--- src/rtl/zero_run_monitor.sv ---
// zero_run_monitor
// Watches the qualified is_zero flag from the upstream zero detector. It tracks
// the current run of consecutive zero samples, the longest run seen and the
// total number of zero samples. When a run reaches RUN_THRESH it raises a level
// alarm and a one-cycle entry pulse for the status/interrupt logic.
// Every output comes straight from a flop, so there is one cycle of latency
// from an accepted sample to the outputs.

module zero_run_monitor #(
  parameter int CNT_W      = 8,
  parameter int TOTAL_W    = 16,
  parameter int RUN_THRESH = 3
) (
  input  logic               clk,
  input  logic               rst,
  input  logic               in_valid,
  input  logic               is_zero,
  input  logic               clear,
  output logic [CNT_W-1:0]   run_len,
  output logic [CNT_W-1:0]   max_run,
  output logic [TOTAL_W-1:0] zero_total,
  output logic               alarm,
  output logic               alarm_pulse,
  output logic [1:0]         state
);

  typedef enum logic [1:0] {
    ST_IDLE  = 2'd0,
    ST_RUN   = 2'd1,
    ST_ALARM = 2'd2
  } state_t;

  // Saturation limits and constant increments, sized to their counters.
  localparam logic [CNT_W-1:0]   RUN_MAX   = '1;
  localparam logic [TOTAL_W-1:0] TOTAL_MAX = '1;
  localparam logic [CNT_W-1:0]   RUN_ONE   = {{(CNT_W-1){1'b0}}, 1'b1};
  localparam logic [TOTAL_W-1:0] TOTAL_ONE = {{(TOTAL_W-1){1'b0}}, 1'b1};
  localparam logic [CNT_W:0]     RUN_ONE_W = {{CNT_W{1'b0}}, 1'b1};
  // One bit wider than run_len so that run_len+1 can never wrap in the compare.
  localparam logic [CNT_W:0]     THRESH    = RUN_THRESH[CNT_W:0];

  state_t               state_q, state_d;
  logic [CNT_W-1:0]     run_len_q, run_len_d;
  logic [CNT_W-1:0]     max_run_q, max_run_d;
  logic [TOTAL_W-1:0]   zero_total_q, zero_total_d;
  logic                 alarm_q, alarm_d;
  logic                 alarm_pulse_q, alarm_pulse_d;

  // A sample counts only when it is valid and not cancelled by clear.
  logic                 sample_ok;
  logic                 zero_ok;
  logic                 nonzero_ok;
  logic [CNT_W:0]       run_plus_one;
  logic                 thresh_hit;
  logic [CNT_W-1:0]     run_len_sat_inc;
  logic [TOTAL_W-1:0]   zero_total_sat_inc;

  assign sample_ok    = in_valid & ~clear;
  assign zero_ok      = sample_ok & is_zero;
  assign nonzero_ok   = sample_ok & ~is_zero;
  assign run_plus_one = {1'b0, run_len_q} + RUN_ONE_W;
  assign thresh_hit   = (run_plus_one >= THRESH);

  // Saturating increments for the two counters; they stick at all-ones.
  always_comb begin
    run_len_sat_inc    = (run_len_q == RUN_MAX) ? run_len_q : run_len_q + RUN_ONE;
    zero_total_sat_inc = (zero_total_q == TOTAL_MAX) ? zero_total_q
                                                     : zero_total_q + TOTAL_ONE;
  end

  // Current run length and total zero count.
  always_comb begin
    run_len_d    = run_len_q;
    zero_total_d = zero_total_q;
    if (clear) begin
      run_len_d    = '0;
      zero_total_d = '0;
    end else if (zero_ok) begin
      run_len_d    = run_len_sat_inc;
      zero_total_d = zero_total_sat_inc;
    end else if (nonzero_ok) begin
      run_len_d    = '0;
    end
  end

  // Longest run: compared against the run length that this sample produces.
  always_comb begin
    max_run_d = max_run_q;
    if (clear) begin
      max_run_d = '0;
    end else if (sample_ok && (run_len_d > max_run_q)) begin
      max_run_d = run_len_d;
    end
  end

  // Run/alarm state machine; only an accepted sample moves it.
  always_comb begin
    state_d = state_q;
    if (clear) begin
      state_d = ST_IDLE;
    end else if (sample_ok) begin
      unique case (state_q)
        ST_IDLE: begin
          // With a threshold of one the first zero already trips the alarm.
          if (is_zero) state_d = thresh_hit ? ST_ALARM : ST_RUN;
        end
        ST_RUN: begin
          if (!is_zero)        state_d = ST_IDLE;
          else if (thresh_hit) state_d = ST_ALARM;
        end
        ST_ALARM: begin
          // A saturated run keeps the alarm; only a nonzero sample ends it.
          if (!is_zero) state_d = ST_IDLE;
        end
        default: state_d = ST_IDLE;
      endcase
    end
  end

  // Alarm level follows the next state; the pulse marks a fresh entry only.
  always_comb begin
    alarm_d       = (state_d == ST_ALARM);
    alarm_pulse_d = sample_ok && (state_d == ST_ALARM) && (state_q != ST_ALARM);
  end

  // All state and outputs register here; rst overrides everything.
  always_ff @(posedge clk) begin
    if (rst) begin
      state_q       <= ST_IDLE;
      run_len_q     <= '0;
      max_run_q     <= '0;
      zero_total_q  <= '0;
      alarm_q       <= 1'b0;
      alarm_pulse_q <= 1'b0;
    end else begin
      state_q       <= state_d;
      run_len_q     <= run_len_d;
      max_run_q     <= max_run_d;
      zero_total_q  <= zero_total_d;
      alarm_q       <= alarm_d;
      alarm_pulse_q <= alarm_pulse_d;
    end
  end

  assign run_len     = run_len_q;
  assign max_run     = max_run_q;
  assign zero_total  = zero_total_q;
  assign alarm       = alarm_q;
  assign alarm_pulse = alarm_pulse_q;
  assign state       = state_q;

endmodule

--- config.mk ---
export PLATFORM = sky130hd
export DESIGN_NAME = zero_run_monitor
export DESIGN_NICKNAME = d
export VERILOG_FILES = /design/src/rtl/zero_run_monitor.sv
export SDC_FILE = /design/constraint.sdc
export NUM_CORES = 1
export LEC_CHECK = 0
export ABC_CLOCK_PERIOD_IN_PS = 3300
export BUFFER_PORTS_ARGS = -buffer_cell sky130_fd_sc_hd__buf_2
export CORE_MARGIN = 1.5
export CORE_UTILIZATION = 50
export DETAILED_ROUTE_END_ITERATION = 7
export HOLD_SLACK_MARGIN = 0.05
export PLACE_DENSITY = 0.81
export SLEW_MARGIN = 20
export SYNTH_ARGS = -nofsm -noshare
export SYNTH_HDL_FRONTEND = slang
export SYNTH_SLANG_ARGS = --single-unit
--- constraint.sdc ---
create_clock -name clk -period 3.3 [get_ports clk]
set_input_delay 0.495 -clock clk [delete_from_list [all_inputs] [get_ports clk]]
set_output_delay 0.495 -clock clk [all_outputs]
set_load 0.005 [all_outputs]
# Word level (Yosys, flattened, before mapping)
# Cells that the tools add are included.
# word_totals
register_bits	36
input_bits	5
output_inout_bits	36
# classes
add_sub_neg	3
magnitude_cmp	2
n_eq_ne	6
n_mux	12
n_bitwise	6
n_reduce_logical	6
# op_table
cell	count
two-way mux 8 bit	4
adder 16 x 1 -> 16 bit (second input constant)	1
equality test 16 bit (second input constant)	1
two-way mux 2 bit	7
adder 8 x 1 -> 9 bit (second input constant)	1
greater-or-equal comparator 9 x 2 -> 1 bit (second input constant)	1
adder 8 x 1 -> 8 bit (second input constant)	1
equality test 8 bit (second input constant)	1
> comparator 8 bit	1
case mux 2 bit (3 select lines)	1
equality test 2 bit (second input constant)	2
bitwise AND 1 bit	3
logical AND 1 bit	3
inverter 1 bit	3
equality test 2 x 1 -> 1 bit (second input constant)	1
logical NOT 2 bit	1
!= test 2 bit (second input constant)	1
AND reduction 2 bit	1
OR reduction 2 bit	1

# Logic depth before layout (Yosys ltp)
# logic_depth
ltp_word	10
mapped_depth	14
ltp_nobuf	12

# Least setup slack after synthesis
# OpenSTA, ideal clock, no wires.
# synth_timing
path_kind	register to register
startpoint	register run_len_q[1], in the netlist run_len[1]
endpoint	register max_run_q[0], in the netlist max_run[0]
setup_ns	0.086
arrival_time_ns	2.912
setup_slack_ns	0.302
stages_incl_launch_ff	14
n_path_buf	1
synth_period_minus_slack_ns	2.998
cell_sequence	dfxtp_1 -> ha_1 -> and4_1 -> clkbuf_1 -> nand2_1 -> o21ai_0 -> a22oi_1 -> nor2_1 -> ha_1 -> a21o_1 -> and3_1 -> nor4_1 -> nor2_1 -> a211oi_1
# synth_via
elab_chain_len	6
# synth_rtl
item	line	rtl
start: declaration	43	logic [CNT_W-1:0] run_len_q, run_len_d;
start signal: assignment	137	run_len_q <= run_len_d;
adder 8 x 1 -> 8 bit or equality test 8 bit (tied branches)	66	run_len_sat_inc = (run_len_q == RUN_MAX) ? run_len_q : run_len_q + RUN_ONE;
two-way mux 8 bit (*)	66	
two-way mux 8 bit (*)	78	end else if (zero_ok) begin
two-way mux 8 bit (*)	75	if (clear) begin
via run_len_d[5]	43	
> comparator 8 bit (*)	91	end else if (sample_ok && (run_len_d > max_run_q)) begin
logical AND 1 bit (*)	91	
end signal: assignment	138	max_run_q <= max_run_d;
end: declaration	44	logic [CNT_W-1:0] max_run_q, max_run_d;
# Mark *: on every way through the listed nets, which the timed path passes. The rest lies on a longest branch.
# A chain may end at the register's enable or synchronous reset.

# Worst setup path after layout
# Same ends and word-level chain as after synthesis.

==> flow_summary.ini <==
[sta]
fin_crit_sh_pct = 93.5
hold_ws_ns = 0.466
hold_viol_final = 0
setup_tns_ns = 0
min_period_ns = 3.09
fmax_mhz = 324
tightest_slew_ns = 0.664
rsz0062_at_grt = no
slew_violations = 0
slew_headroom_pct = 55.7
finalSetupViolCount = 0
finalClockSkew_ns = 0.00537

[cells_and_area]
final_net_count = 324
diodes = 0
drive_gt1_share_pct = 21.8
stdcell_area_sq_um = 2450
syn_to_final_growth_pct = 17.4
layout.cells.non_filler = 358

[synth]
yosysTopAreaCell = dfxtp_1
synth_edf_count = 0
async_flop_share_pct = 0
synthTopCellsByCount = dfxtp_1, a21oi_1, nor2_1, o21ai_0, nand2_1
avgSynthCellArea_sq_um = 7.91
ys_seq_area_share_pct = 34.5
netlist_area_sq_um = 2090
synth_ff_type = dfxtp_1
yosysMostFrequentCell = dfxtp_1
yosysWarnings = 0
synth_top_area_share_pct = 34.5
ys_seq_elements = 36
synth_area_leaders = dfxtp_1, a21oi_1, ha_1
synth_nets = 280
yosysUniqueCellTypes = 43
synth_cells = 264

[die]
fp-row-count = 23
dieArea_sq_um = 4570
core_area_sq_um = 4000
start_util_pct = 52.2
fp.dieW_um = 67.6
dieHeight_um = 67.6
ios = 41

[global_route]
grt-ovfl-total = 0
antenna_found_initial = 0
grt_pass1_wl_um = 8470
grt_pass1_vias = 1841
track_usage_pct = 24.3
grt_max_degree = 22

[power_and_ir_drop]
internal_power_mw = 0.597
ir_drop_uv = 293
p_leak_nw = 0.968
power_mw = 0.784
combinationalPowerShare_pct = 6.5
seqPwrFrac_pct = 55.8
switching_share_pct = 23.8
clkPwrFrac_pct = 37.7
power.density_nw_per_um2 = 320
switching_power_mw = 0.187

[placed_design]
place_congestion = 0.950
place_inst = 351
placed_area_sq_um = 2370
dp_hpwl_um = 3750
port_buffers = 40

[route]
drt_wl_total_um = 5160
drc_errors = 0
firstDrtPassIters = 5
via_count = 2166
drtAntennaViolNets = 0
drt-initial-drc-count = 329
wl_per_cell_um = 14.4
vias_per_cell = 6.05

[clocking]
cts_root_buffer = clkbuf_8
insertion_delay_ns = 0.29
cts_max_level = 2
cts_tree = yes
clockBufferDepth = 2
cts-buffers-inserted = 5
cts.sinks = 36
clkTransAtPathRegs_ns = 0.07

[hold_path]
worstHoldPathType = input pin to flip-flop

[setup_path]
worstSetupEndpointType = flip-flop
required_ns = 3.47
cp_max_fo = 8
startpoint_type = flip-flop
crit_type = flip-flop to flip-flop
crit_arrival_ns = 3.25

[run]
cap_violations = 0

[outcome]
status = finished clean
==> sequential cells by signal, summed over array words and instances (netlist names) <==
| register | flops |
|---|---|
| alarm | 1 |
| alarm_pulse | 1 |
| max_run | 8 |
| run_len | 8 |
| state | 2 |
| zero_total | 16 |
==> cells in the final DEF, fill, tap and decap left out, types with 8 or more instances in the layout <==
master and instances:
nor2_1 21, a211oi_1 8, a21oi_1 31, ha_1 10, buf_4 10, o21ai_0 20
nand3_1 15, nand2_1 16, dfxtp_1 35, inv_1 10, buf_2 40
==> worst max-delay path, stage by stage, from the launching register on <==
cell	delay [ns]
dfxtp_2	0.36
ha_2	0.22
and4_1	0.26
nand2_1	0.12
o21ai_0	0.09
a22oi_1	0.28
nor2_1	0.08
ha_1	0.30
a21o_1	0.19
and3_1	0.19
or4_1	0.60
a21oi_1	0.21
a211oi_1	0.07
==> routing by layer <==
metal	wire [um]	global-route usage, %	vias to the layer above
met2	2350	36.6	91
met3	346	4.67	12
met1	2360	33.3	999
met4	106	11.0	0
met5	0	0	-
li1	-	-	1064
==> layout make-up <==
type | instances | area (sq um)
clock buffer | 6 | 72.6
clock inverter | 1 | 5.00
fill | 374 | 1550
inverter | 10 | 37.5
multi-input combinational | 205 | 1270
sequential | 36 | 722
tap | 50 | 62.6
timing repair buffer | 50 | 275
==> power by group through the flow <==
stage / sequential, mW / clock (mW) / combinational, mW
global route: 0.437 / 0.320 / 0.0560
finish: 0.438 / 0.296 / 0.0509
global placement: 0.447 / 0 / 0.0497
floorplan: 0.447 / 0 / 0.0308
detailed placement: 0.447 / 0 / 0.0499
CTS: 0.437 / 0.302 / 0.0502
==> through the flow <==
stage | setup WS (ns) | util, %
global placement | 0.236 | 59.2
global route | 0.0107 | 61.2
CTS | 0.111 | 61.2
finish | 0.213 | 61.2
detailed placement | 0.118 | 59.2
floorplan | 0.302 | -
==> worst paths after layout <==
| kind | slack (ns) | startpoint | to | cells after the start |
|---|---|---|---|---|
| max | 0.21 | run_len[1]$_SDFF_PP0_ | max_run[0]$_SDFFE_PP0P_ | 12 |
| min reg2reg | 0.49 | zero_total[15]$_SDFFE_PP0P_ | zero_total[15]$_SDFFE_PP0P_ | 2 |
| min | 0.47 | rst | run_len[1]$_SDFF_PP0_ | 2 |
| max reg2reg | 0.21 | run_len[1]$_SDFF_PP0_ | max_run[0]$_SDFFE_PP0P_ | 12 |
==> cells by family after synthesis <==
group,Yosys count,synth area share (%)
AO/OA/AOI/OAI,82,24.0
AND/OR/NAND/NOR,105,27.3
buffers and inverters,23,4.50
adder cells (fa/ha/maj),11,6.59
XOR/XNOR,6,2.52
flip-flops,36,34.5
multiplexers,1,0.480
==> repair_timing <==
action | CTS | global route
buffers inserted | 0 | 0
resized for setup | 0 | 2
setup endpoints to repair | 0 | 8
hold buffers | 0 | 0
Note: power is estimated with default switching activity, not from simulation.
